<file path="src/rtl/debug_entry_ctrl.sv">
// Debug-mode entry sequencer: a debug request or eligible ebreak opens a constant-time
// multi-word password challenge; only a full match grants debug_mode_o. Optional lockout: DBG_UNLOCK_LOCKOUT_EN.
module debug_entry_ctrl #(
   parameter int PWD_WORDS   = 4,
   parameter int MAX_FAILS   = 3,
   parameter int LOCK_CYCLES = 1024,
   parameter int TIMEOUT     = 256
) (
   input  logic                             clk_i,
   input  logic                             rst_i,
   input  logic [1:0]                       priv_lvl_i,
   input  logic                             dcsr_ebreakm_i,
   input  logic                             dcsr_ebreaks_i,
   input  logic                             dcsr_ebreaku_i,
   input  logic                             ebreak_i,
   input  logic                             debug_req_i,
   input  logic                             resume_i,
   input  logic [32*PWD_WORDS-1:0]          pwd_ref_i,
   input  logic                             pwd_valid_i,
   input  logic [31:0]                      pwd_data_i,
   output logic                             pwd_ready_o,
   output logic                             challenge_o,
   output logic                             debug_mode_o,
   output logic                             unlock_fail_o,
   output logic                             locked_o,
   output logic [$clog2(MAX_FAILS+1)-1:0]   fail_cnt_o
);

   localparam int FW = $clog2(MAX_FAILS+1);
   localparam int IW = (PWD_WORDS > 1) ? $clog2(PWD_WORDS) : 1;
   localparam int TW = $clog2(TIMEOUT+1);
   localparam logic [FW-1:0] FAIL_MAX = FW'(MAX_FAILS);
   localparam logic [IW-1:0] IDX_LAST = IW'(PWD_WORDS-1);
   localparam logic [TW-1:0] TMO_LAST = TW'(TIMEOUT-1);
`ifdef DBG_UNLOCK_LOCKOUT_EN
   localparam int LW = (LOCK_CYCLES > 1) ? $clog2(LOCK_CYCLES) : 1;
   localparam logic [LW-1:0] LOCK_INIT = LW'(LOCK_CYCLES-1);
`endif

   typedef enum logic [2:0] {
      S_IDLE, S_CHAL, S_CHECK, S_DEBUG
`ifdef DBG_UNLOCK_LOCKOUT_EN
      , S_LOCKED
`endif
   } state_t;

   state_t        state_q, state_d;
   logic [IW-1:0] idx_q, idx_d;
   logic          mismatch_q, mismatch_d;
   logic [TW-1:0] tmo_q, tmo_d;
   logic [FW-1:0] fail_q, fail_d;
   logic          challenge_q, challenge_d;
   logic          ready_q, ready_d;
   logic          debug_q, debug_d;
   logic          fail_pulse_q, fail_pulse_d;
`ifdef DBG_UNLOCK_LOCKOUT_EN
   logic [LW-1:0] lock_cnt_q, lock_cnt_d;
   logic          locked_q, locked_d;
`endif

   logic          eligible;
   logic          trigger;
   logic          beat;
   logic [31:0]   cur_word;

   always_comb begin
      state_d      = state_q;
      idx_d        = idx_q;
      mismatch_d   = mismatch_q;
      tmo_d        = tmo_q;
      fail_d       = fail_q;
      fail_pulse_d = 1'b0;
`ifdef DBG_UNLOCK_LOCKOUT_EN
      lock_cnt_d   = lock_cnt_q;
`endif

      case (priv_lvl_i)
         2'b11:   eligible = dcsr_ebreakm_i;
         2'b01:   eligible = dcsr_ebreaks_i;
         2'b00:   eligible = dcsr_ebreaku_i;
         default: eligible = 1'b0;
      endcase
      trigger  = debug_req_i || (ebreak_i && eligible);
      beat     = pwd_valid_i && ready_q;
      cur_word = pwd_ref_i[32*int'(idx_q) +: 32];

      case (state_q)
         S_IDLE: begin
            if (trigger) begin
               state_d    = S_CHAL;
               idx_d      = '0;
               mismatch_d = 1'b0;
               tmo_d      = '0;
            end
         end
         S_CHAL: begin
            // No early exit on a bad word: every attempt consumes all beats.
            if (beat) begin
               mismatch_d = mismatch_q | (pwd_data_i != cur_word);
               tmo_d      = '0;
               if (idx_q == IDX_LAST) state_d = S_CHECK;
               else                   idx_d   = idx_q + IW'(1);
            end else if (tmo_q == TMO_LAST) begin
               mismatch_d = 1'b1;
               state_d    = S_CHECK;
            end else begin
               tmo_d = tmo_q + TW'(1);
            end
         end
         S_CHECK: begin
            if (!mismatch_q) begin
               state_d = S_DEBUG;
               fail_d  = '0;
            end else begin
               fail_pulse_d = 1'b1;
               fail_d       = (fail_q == FAIL_MAX) ? fail_q : fail_q + FW'(1);
               state_d      = S_IDLE;
`ifdef DBG_UNLOCK_LOCKOUT_EN
               if (fail_d == FAIL_MAX) begin
                  state_d    = S_LOCKED;
                  lock_cnt_d = LOCK_INIT;
               end
`endif
            end
         end
         S_DEBUG: begin
            if (resume_i) state_d = S_IDLE;
         end
`ifdef DBG_UNLOCK_LOCKOUT_EN
         S_LOCKED: begin
            if (lock_cnt_q == '0) begin
               state_d = S_IDLE;
               fail_d  = '0;
            end else begin
               lock_cnt_d = lock_cnt_q - LW'(1);
            end
         end
`endif
         default: state_d = S_IDLE;
      endcase

      // Outputs are registered off the next state so they line up with it.
      challenge_d = (state_d == S_CHAL);
      ready_d     = (state_d == S_CHAL);
      debug_d     = (state_d == S_DEBUG);
`ifdef DBG_UNLOCK_LOCKOUT_EN
      locked_d    = (state_d == S_LOCKED);
`endif
   end

   always_ff @(posedge clk_i) begin
      if (rst_i) begin
         state_q      <= S_IDLE;
         idx_q        <= '0;
         mismatch_q   <= 1'b0;
         tmo_q        <= '0;
         fail_q       <= '0;
         challenge_q  <= 1'b0;
         ready_q      <= 1'b0;
         debug_q      <= 1'b0;
         fail_pulse_q <= 1'b0;
`ifdef DBG_UNLOCK_LOCKOUT_EN
         lock_cnt_q   <= '0;
         locked_q     <= 1'b0;
`endif
      end else begin
         state_q      <= state_d;
         idx_q        <= idx_d;
         mismatch_q   <= mismatch_d;
         tmo_q        <= tmo_d;
         fail_q       <= fail_d;
         challenge_q  <= challenge_d;
         ready_q      <= ready_d;
         debug_q      <= debug_d;
         fail_pulse_q <= fail_pulse_d;
`ifdef DBG_UNLOCK_LOCKOUT_EN
         lock_cnt_q   <= lock_cnt_d;
         locked_q     <= locked_d;
`endif
      end
   end

   assign pwd_ready_o   = ready_q;
   assign challenge_o   = challenge_q;
   assign debug_mode_o  = debug_q;
   assign unlock_fail_o = fail_pulse_q;
   assign fail_cnt_o    = fail_q;
`ifdef DBG_UNLOCK_LOCKOUT_EN
   assign locked_o      = locked_q;
`else
   assign locked_o      = 1'b0;
`endif

endmodule

</file>
<file path="config.mk">
export PLATFORM = sky130hd
export DESIGN_NAME = debug_entry_ctrl
export DESIGN_NICKNAME = d
export VERILOG_FILES = /design/src/rtl/debug_entry_ctrl.sv
export SDC_FILE = /design/constraint.sdc
export NUM_CORES = 1
export LEC_CHECK = 0
export ABC_AREA = 1
export CELL_PAD_IN_SITES_DETAIL_PLACEMENT = 1
export CELL_PAD_IN_SITES_GLOBAL_PLACEMENT = 1
export CORE_MARGIN = 4
export CORE_UTILIZATION = 23
export CTS_CLUSTER_DIAMETER = 40
export CTS_CLUSTER_SIZE = 12
export DETAILED_ROUTE_END_ITERATION = 10
export PLACE_DENSITY_LB_ADDON = 0.1
export SLEW_MARGIN = 0
export SYNTH_ARGS = -nofsm -noshare
export SYNTH_HDL_FRONTEND = slang
export SYNTH_SLANG_ARGS = --single-unit
</file>
<file path="constraint.sdc">
create_clock -name clk_i -period 2.9 [get_ports clk_i]
set_input_delay 0.87 -clock clk_i [delete_from_list [all_inputs] [get_ports clk_i]]
set_output_delay 0.87 -clock clk_i [all_outputs]
set_load 0.05 [all_outputs]
</file>
# Word level (Yosys, flattened, before mapping)
# Index checks and enable logic that the tools add are counted.
# op_classes
bitwise	2
n_shift	1
reduce_logical	11
n_mux	23
n_eq_ne	17
n_addsub	3
# ops
cell	n
indexed part select 128 x 8 -> 32 bit	1
!= test 32 bit	1
2-to-1 mux 9 bit	3
one-hot mux 9 bit (2 select lines)	1
2-to-1 mux 3 bit	5
2-to-1 mux 2 bit	6
one-hot mux 3 bit (4 select lines)	1
adder 9 x 1 -> 9 bit, second input constant	1
equality test 3 x 2 -> 1 bit, second input constant	3
equality test 9 x 8 -> 1 bit, second input constant	1
!= test 2 bit, second input constant	4
equality test 2 bit, second input constant	3
equality test 3 x 1 -> 1 bit, second input constant	2
!= test 3 bit, second input constant	2
AND reduction 3 bit	2
adder 2 x 1 -> 2 bit, second input constant	2
2-to-1 mux 1 bit	4
one-hot mux 2 bit (2 select lines)	1
AND reduction 4 bit	1
logical NOT 3 bit	1
one-hot mux 1 bit (3 select lines)	1
equality test 2 x 1 -> 1 bit, second input constant	1
logical AND 1 bit	2
logical NOT 2 bit	1
other kinds (7)	7
# totals
wordCells	65
in_bits	171
out_inout_bits	7
regBits	20

# Logic depth before layout (Yosys ltp)
# Gate-level depths: netlist of run 1.
# logic_depth
ltp_word	7
ltp_mapped	16
depth_no_buf	15

# Worst setup path before layout of run 1
# OpenSTA, ideal clock, no wires.
# synth_timing
kind	register -> register
start	reg tmo_q[0]
end	reg tmo_q[2]
required_ns	2.776
setup_slack_ns	0.985
setup_ns	0.124
stages_incl_launch_ff	16
n_path_buf	1
t_arrival_ns	1.791
period_less_slack_ns	1.915
path_cell_list	dfxtp_1 -> ha_1 -> inv_1 -> nor4_1 -> inv_1 -> nor2_1 -> nand2_1 -> nor2_1 -> ha_1 -> nand2_1 -> o21ai_0 -> inv_1 -> nand2_1 -> buf_2 -> o21ai_0 -> nor3b_1
# synth_via
elab_chain_len	4
word_cells_on_any_way	7
classes_between	add/sub (1); eq/ne (2); mux (3); reduce/logical (1)
# synth_lines
item	line_no	rtl
from (decl)	50	logic [TW-1:0] tmo_q, tmo_d;
from (signal assigned)	170	tmo_q <= tmo_d;
adder 9 x 1 -> 9 bit	107	tmo_d = tmo_q + TW'(1);
2-to-1 mux 9 bit	103	end else if (tmo_q == TMO_LAST) begin
2-to-1 mux 9 bit	98	if (beat) begin
one-hot mux 9 bit (2 select lines)	87	case (state_q)
# Parallel ways exist; a longest one is shown, timed or not. The select of a mux whose other input is x is not followed.
# A chain may end at the register's enable or synchronous reset.

# Worst setup path after layout of run 1
# layout_timing
start	in priv_lvl_i[0]
end	reg tmo_q[4]
# layout_via
elab_chain_len	6
word_cells_on_any_way	8
classes_between	eq/ne (3); mux (1); reduce/logical (4)
# layout_lines
item	line_no	rtl
from (decl)	11	input logic [1:0] priv_lvl_i,
equality test 2 x 1 -> 1 bit (tied with other cells)	77	case (priv_lvl_i)
one-hot mux 1 bit (3 select lines) *	77	
logical AND 1 bit *	83	trigger = debug_req_i || (ebreak_i && eligible);
logical OR 1 bit *	83	
!= test 2 bit (no line) *	-	
AND reduction 3 bit (no line) *	-	
# Mark *: on every way between the ends. The rest lies on a longest branch, timed or not.

==> impl_results.md, run 1 <==
* RSZ-0062 raised after global routing: no
* Xor and xnor area share after synthesis at 0.0518
* Share of cells above drive strength 1 at 0.0200
* Worst setup EP type: register
* First-pass GRT wire length at 18700 µm
* Total via count after detailed routing at 3633
* Mean routed wirelength per cell at 14.8 µm
* IO Port Bufs at roughly 180
* Ratio of routed vias to standard cells at 4.60
* Worst Hold Path Cells at 2
* WP data required at 3090 ps
* Combinational family with the most area after synthesis: simple AND/OR/NAND/NOR gates
* Vertical die dimension at 113 µm
* Status: completed
* Number of setup buffers added after CTS at 0
* Commonest non-fill, non-tap cells in the layout: sky130_fd_sc_hd__nand2_1, sky130_fd_sc_hd__clkdlybuf4s50_1, sky130_fd_sc_hd__nand3_1
* Area share of the leading cell type in the synthesized netlist at 0.336
* Multiplexer fraction of the synthesized cell area at 0
* Leftover overflow at the end of global routing at 0
* Max-slew violation count at 0
* Routability cong. at 0.792
* Root cell of the clock tree: sky130_fd_sc_hd__clkbuf_8
* Shortest clock period the worst path allows after layout at 2440 ps
* Clk Latency, worst-skew pair at 260 ps
* Cell types occupying the most area after synthesis: sky130_fd_sc_hd__nand2_1, sky130_fd_sc_hd__dfxtp_1, sky130_fd_sc_hd__nand3_1
* I/O pin total at 178
* Cell Area, Synth at between 2000 and 3000 µm²
* Total number of H-tree levels at 1
* Critical path launch point type: input port
* Launching point of the worst reg2reg path: tmo_q[0]
* FMAX at approximately 400 MHz
* Area of the core region at 10800 µm²
* Clock transition at the registers of the reported paths at 80 ps
* Number of routed nets with antenna violations at 0
* Most frequent standard cell in the layout excluding fill and tap cells: sky130_fd_sc_hd__nand2_1
* Slowest cell delay on critical path at roughly 500 ps
* Global-route usage over all layers at 0.178
* Slowest stage cell on the critical path: sky130_fd_sc_hd__clkdlybuf4s50_1
* Dpl hpwl at 9670 µm
* Cts hold-fix bufs at 0
* Clock tree from TritonCTS: done
* Endpoints failing setup at 0
* Startpoint of the lowest-slack hold path: tmo_q[7]
* Final hold viol count at 0
* Antenna violations before repair at 0
* Worst endpoint data arrival time at 2620 ps
* Clock sink count at 20
* Tightest slew margin relative to the limit at 0.538
* Chain of cells forming the critical path: clkdlybuf4s50_1, nand2_1, o211ai_1, nand3_1, nand3_1, nand2_1, nor3_1, nand2_1, a211oi_1
* Number of standard-cell rows in the floorplan at 38
* Top cell type by total area after synthesis: sky130_fd_sc_hd__nand2_1
* Register-to-Register Path Depth at 14
* Number of buffers added by the clock tree synthesis step at 3
* Chip width at 113 µm
* DRC violation count after routing at 0
* Setup TNS at 0 ps
* Detailed-router iteration count before antenna repair at 4
* Ant diodes at 0
* Synthesized-area fraction occupied by and/or/nand/nor cells at 0.601
* Endpoint of the worst hold-timing path: tmo_q[7]
* Number of flip-flops and latches in the synthesized netlist at 20
* Maximum resistive drop on vdd at 0.000181 V
* Highest net fanout along the worst path at 11
* Share of the cycle needed by the critical path after routing at 0.840
* Compound-gate portion of the synthesized area at 0.0607
* Worst reg2reg setup slack at about 560 ps
* End-of-flow core utilization at 0.414
* Floorplan die area at approximately 13000 µm²
* Vias in the first global route at 3897
* Yosys warnings at 0
* Final layout net count at ~830
* Startpoint-to-endpoint class of the critical path: in2reg
* DRC violation total after the first TritonRoute iteration at 137
* Deepest clock path buffer count at 2
* Critical path's most frequent cell: sky130_fd_sc_hd__nand2_1
* Power density relative to cell area at 256 nW/µm²
* Reported max-cap violation count at 0
* Post-CTS resize count at 0
* Area added between synthesis and finish at 76.3%
* Adder and majority gate portion of the synthesized area at 0.0197
* Wire length after detailed routing at 11700 µm
* Fillcell total at 1487
* Hold slack at 477 ps
* Kind of path behind the tightest hold check: reg2reg
* Largest net degree at the start of global routing at 68
* Worst Max-Slew Pin Slew at 693 ps
* Worst clock skew at 1.95 ps
* Post-Syn Area per Cell at roughly 5.2 µm²
* Netlist cell types at 27
* Starting density of the core at 0.235
* Endpoint of the worst register-to-register path: tmo_q[2]
* Static Leak at 1.93 nW
* Syn Inst Count at 487
* Seq/Total Area, Yosys at 0.158
==> per-stage QoR <==
step,worst slack [ps],cell area (µm²),cells,power (mW)
detailed placement,139,4400,786,0.873
global placement,317,4400,786,0.861
CTS,415,4470,790,1.16
floorplan,985,2540,488,0.567
global route,127,4470,790,1.23
finish,464,4470,790,1.14
==> worst max-delay path by stage <==
stage,from,endpoint,slack [ps],cells after the start
3_5_place_dp,priv_lvl_i[0],tmo_q[4],140,9
6_report,priv_lvl_i[0],tmo_q[4],460,9
3_3_place_gp,dcsr_ebreaku_i,tmo_q[4],320,9
4_1_cts,priv_lvl_i[0],tmo_q[4],420,9
5_1_grt,tmo_q[0],tmo_q[2],130,14
2_1_floorplan,tmo_q[0],tmo_q[2],980,15
==> layout make-up <==
cell class / instances / area [µm²] / area share
inverters: 36 / 135 / 0.0302
clock buffers: 3 / 41.3 / 0.00924
repair buffers: 182 / 1820 / 0.407
flip-flops and latches: 20 / 402 / 0.0899
clock inverters: 1 / 30.0 / 0.00672
multi-input cells: 408 / 1870 / 0.418
well taps: 140 / 175 / 0.0392
==> kinds of logic (layout without fill, tap and decap cells) <==
group	Yosys count	in the layout
buffers and inverters	60	222
XOR/XNOR	15	15
AND/OR/NAND/NOR	360	360
other	1	2
AO/OA/AOI/OAI	27	27
adder cells (fa/ha/maj)	4	4
flip-flops	20	20
==> worst max-delay path: cells and delay by family <==
kind | cells | cell delay [ps]
simple gates | 6 | 960
compound gates | 2 | 280
buf+inv | 1 | 500
==> per-layer routing <==
metal / vias up / part of all wire / GRT usage
met3: 6 / 0.053 / 0.0332
li1: 1871 / - / -
met2: 104 / 0.52 / 0.346
met5: - / 0 / 0
met4: 0 / 0.0074 / 0.0184
met1: 1652 / 0.42 / 0.207
==> cells in the mapped netlist <==
cell,instances
sky130_fd_sc_hd__inv_2,1
sky130_fd_sc_hd__inv_1,35
sky130_fd_sc_hd__nor2_1,35
sky130_fd_sc_hd__o21a_1,2
sky130_fd_sc_hd__ha_1,4
sky130_fd_sc_hd__buf_4,8
sky130_fd_sc_hd__xor2_1,11
sky130_fd_sc_hd__a21oi_1,9
sky130_fd_sc_hd__dfxtp_1,20
sky130_fd_sc_hd__conb_1,1
sky130_fd_sc_hd__nand2_1,227
sky130_fd_sc_hd__a211oi_1,1
sky130_fd_sc_hd__nand3b_1,14
sky130_fd_sc_hd__o41ai_1,1
sky130_fd_sc_hd__buf_2,14
sky130_fd_sc_hd__o22ai_1,1
sky130_fd_sc_hd__nor3b_1,2
sky130_fd_sc_hd__clkbuf_1,2
sky130_fd_sc_hd__xnor2_1,4
sky130_fd_sc_hd__nor3_1,2
sky130_fd_sc_hd__nand3_1,73
sky130_fd_sc_hd__or2_2,1
sky130_fd_sc_hd__nand4_1,5
sky130_fd_sc_hd__o211ai_1,2
sky130_fd_sc_hd__a31oi_1,1
sky130_fd_sc_hd__o21ai_0,10
sky130_fd_sc_hd__nor4_1,1
==> power breakdown <==
group | total, mW | internal (mW) | switching (mW)
Sequential | 0.285 | 0.281 | 0.00424
Combinational | 0.573 | 0.317 | 0.256
Clock | 0.285 | 0.184 | 0.101
Total | 1.14 | 0.783 | 0.361
==> sequential cells by signal (all words and copies together), names as in the netlist <==
| register | flops |
|---|---|
| debug_mode_o | 1 |
| unlock_fail_o | 1 |
| tmo_q | 9 |
| state_q | 3 |
| idx_q | 2 |
| pwd_ready_o | 1 |
| fail_cnt_o | 2 |
| mismatch_q | 1 |
(Power assumes the default switching activity.)
==> run 2, diff against run 1 <==
--- a/config.mk
+++ b/config.mk
@@ -9,7 +9,7 @@
 export CELL_PAD_IN_SITES_DETAIL_PLACEMENT = 1
 export CELL_PAD_IN_SITES_GLOBAL_PLACEMENT = 1
 export CORE_MARGIN = 4
-export CORE_UTILIZATION = 23
+export CORE_UTILIZATION = 22
 export CTS_CLUSTER_DIAMETER = 40
 export CTS_CLUSTER_SIZE = 12
 export DETAILED_ROUTE_END_ITERATION = 10
==> constraint.sdc (replaced) <==
create_clock -name clk_i -period 2.55 [get_ports clk_i]
set_input_delay 0.765 -clock clk_i [delete_from_list [all_inputs] [get_ports clk_i]]
set_output_delay 0.765 -clock clk_i [all_outputs]
set_load 0.05 [all_outputs]
==> impl_results.md, run 2 (synthesized netlist as in run 1, its figures left out) <==
* Maximum resistive drop on vdd at 0.000179 V (-1.1%)
* Ratio of routed vias to standard cells at 4.58 (-0.32%)
* Area of the core region at 11100 µm² (+2.6%)
* Endpoint of the worst hold-timing path: mismatch_q
* Post-Place Cell Area at 4430 µm² (+0.74%)
* Endpoints failing setup at 0 (unchanged)
* Cts hold-fix bufs at 0 (unchanged)
* Total via count after detailed routing at 3649 (+0.44%)
* Global-route usage over all layers at 0.174 (-0.00372)
* WP data required at 2750 ps (-340 ps)
* Largest net degree at the start of global routing at 41 (-40%)
* Leading registers by flop count: tmo_q x9, state_q x3
* DRC violation count after routing at 0 (unchanged)
* Number of routed nets with antenna violations at 0 (unchanged)
* Kind of path behind the tightest hold check: reg2reg
* Post-CTS resize count at 0 (unchanged)
* Mean routed wirelength per cell at 14.8 µm (-0.17%)
* Shortest clock period the worst path allows after layout at 2250 ps
* Post-layout instance area at 4520 µm² (+1.2%)
* Commonest non-fill, non-tap cells in the layout: sky130_fd_sc_hd__nand2_1, sky130_fd_sc_hd__clkdlybuf4s50_1, sky130_fd_sc_hd__nand3_1
* Routability cong. at 0.779 (-1.7%)
* Launching point of the worst reg2reg path: tmo_q[0]
* Total number of H-tree levels at 1 (unchanged)
* Status: completed
* Worst endpoint data arrival time at 2450 ps (-170 ps)
* Ant diodes at 0 (unchanged)
* Register name with the most flops: tmo_q
* Deepest clock path buffer count at 2 (unchanged)
* Register-to-Register Path Depth at 16 (+2)
* Worst reg2reg setup slack at 300 ps (-260 ps)
* Clock tree from TritonCTS: done
* I/O pin total at 178 (unchanged)
* Critical path launch point type: register
* Final hold viol count at 0 (unchanged)
* Clock sink count at 20 (unchanged)
* Post-Place Worst Slack at 60.2 ps (-78.7 ps)
* IO Port Bufs at 176 (unchanged)
* Number of cells in the finished layout apart from fillers at 796 (+0.76%)
* Vertical die dimension at 115 µm (+2.1%)
* Clk Latency, worst-skew pair at 250 ps (about the same)
* Dpl hpwl at 9840 µm (+1.8%)
* Startpoint of the lowest-slack hold path: mismatch_q
* Clock transition at the registers of the reported paths at 60 ps (-20 ps)
* Endpoint of the worst register-to-register path: tmo_q[6]
* Worst Hold Path Cells at 2 (unchanged)
* Max reg flops at 9 (unchanged)
* Max-slew violation count at 0 (unchanged)
* Final layout net count at 832 (+0.73%)
* Number of buffers added by the clock tree synthesis step at 3 (unchanged)
* Number of standard-cell rows in the floorplan at 38 (unchanged)
* Starting density of the core at 0.229 (-0.00605)
* Wire length after detailed routing at 11800 µm (+0.59%)
* Chip width at 115 µm (+2.1%)
* DRC violation total after the first TritonRoute iteration at 101 (-26%)
* Share of the cycle needed by the critical path after routing at 0.883
* Highest net fanout along the worst path at 6 (-5)
* FMAX at 444 MHz
* Most frequent standard cell in the layout excluding fill and tap cells: sky130_fd_sc_hd__nand2_1
* First-pass GRT wire length at 18700 µm (-0.19%)
* Total placed cells including tap cells at 792 (+0.76%)
* Leftover overflow at the end of global routing at 0 (unchanged)
* Static Leak at 1.96 nW (+1.7%)
* Floorplan die area at 13300 µm² (+4.2%)
* RSZ-0062 raised after global routing: no
* Worst setup EP type: register
* Area added between synthesis and finish at 78.3%
* Tightest slew margin relative to the limit at 0.653 (+0.115)
* Worst clock skew at 4.18 ps (+2.23 ps)
* Root cell of the clock tree: sky130_fd_sc_hd__clkbuf_16
* Reported max-cap violation count at 0 (unchanged)
* Detailed-router iteration count before antenna repair at 4 (unchanged)
* Vias in the first global route at 3892 (-0.13%)
* Number of setup buffers added after CTS at 0 (unchanged)
* Setup TNS at 0 ps (unchanged)
* Worst-case setup margin in the final layout at 299 ps (-166 ps)
* Startpoint-to-endpoint class of the critical path: reg2reg
* Antenna violations before repair at 0 (unchanged)
* Worst Max-Slew Pin Slew at 519 ps (-175 ps)
* Power density relative to cell area at 296 nW/µm² (+15%)
* Share of cells above drive strength 1 at 0.0305 (+0.0105)
[run 2: cell count changes in the layout (fill, tap and decap cells not counted)]
cell | previous run | this run
sky130_fd_sc_hd__buf_12 | 1 | 0
sky130_fd_sc_hd__buf_4 | 5 | 12
sky130_fd_sc_hd__bufinv_16 | 1 | 0
sky130_fd_sc_hd__clkbuf_16 | 0 | 3
sky130_fd_sc_hd__clkbuf_8 | 3 | 1
sky130_fd_sc_hd__nand2_1 | 227 | 226
sky130_fd_sc_hd__nand2_2 | 0 | 1
[run 2: layout make-up]
cell class	count	area, µm²
fillers	1509	6560
clock buffers	4	88.8
inverters	36	135
repair buffers	188	1850
well taps	140	175
flip-flops and latches	20	402
multi-input cells	408	1870
[run 2: worst max path at each step]
stage	slack, ps	endpoint	from	cells past startpoint
floorplan	630	tmo_q[2]	tmo_q[0]	15
global placement	160	idx_q[0]	dcsr_ebreaku_i	12
detailed placement	60	idx_q[0]	dcsr_ebreaku_i	12
CTS	210	tmo_q[6]	tmo_q[0]	16
global route	20	tmo_q[6]	tmo_q[0]	16
finish	300	tmo_q[6]	tmo_q[0]	16
[run 2: where the power goes]
group / switching, mW / internal (mW)
Sequential: 0.00527 / 0.320
Combinational: 0.292 / 0.364
Clock: 0.116 / 0.239
[run 2: worst max-delay path: stages, from the launching register on]
cell and delay, ps:
sky130_fd_sc_hd__dfxtp_1 390, sky130_fd_sc_hd__ha_1 160, sky130_fd_sc_hd__inv_1 60, sky130_fd_sc_hd__nor4_1 190, sky130_fd_sc_hd__inv_1 120, sky130_fd_sc_hd__nor2_1 100, sky130_fd_sc_hd__nand2_1 80, sky130_fd_sc_hd__nor2_1 120
sky130_fd_sc_hd__ha_1 210, sky130_fd_sc_hd__nand2_1 60, sky130_fd_sc_hd__o21ai_0 70, sky130_fd_sc_hd__inv_1 100, sky130_fd_sc_hd__nand2_2 130, sky130_fd_sc_hd__buf_4 140, sky130_fd_sc_hd__nor2_1 40, sky130_fd_sc_hd__nor2_1 90
sky130_fd_sc_hd__o21a_1 120
[run 2: metrics by stage]
stage / power, mW / hold slack, ps / util
2_1_floorplan: 0.645 / 440 / -
3_3_place_gp: 0.984 / 449 / 0.400
3_5_place_dp: 0.996 / 464 / 0.400
4_1_cts: 1.36 / 473 / 0.408
5_1_grt: 1.45 / 491 / 0.408
6_report: 1.34 / 468 / 0.408
[run 2: metal layers]
metal  vias up  global-route usage  part of all wire
li1       1880                   -                 -
met4         0              0.0172            0.0066
met5         -                   0                 0
met2       104               0.346              0.52
met1      1657               0.201              0.42
met3         8              0.0274             0.053
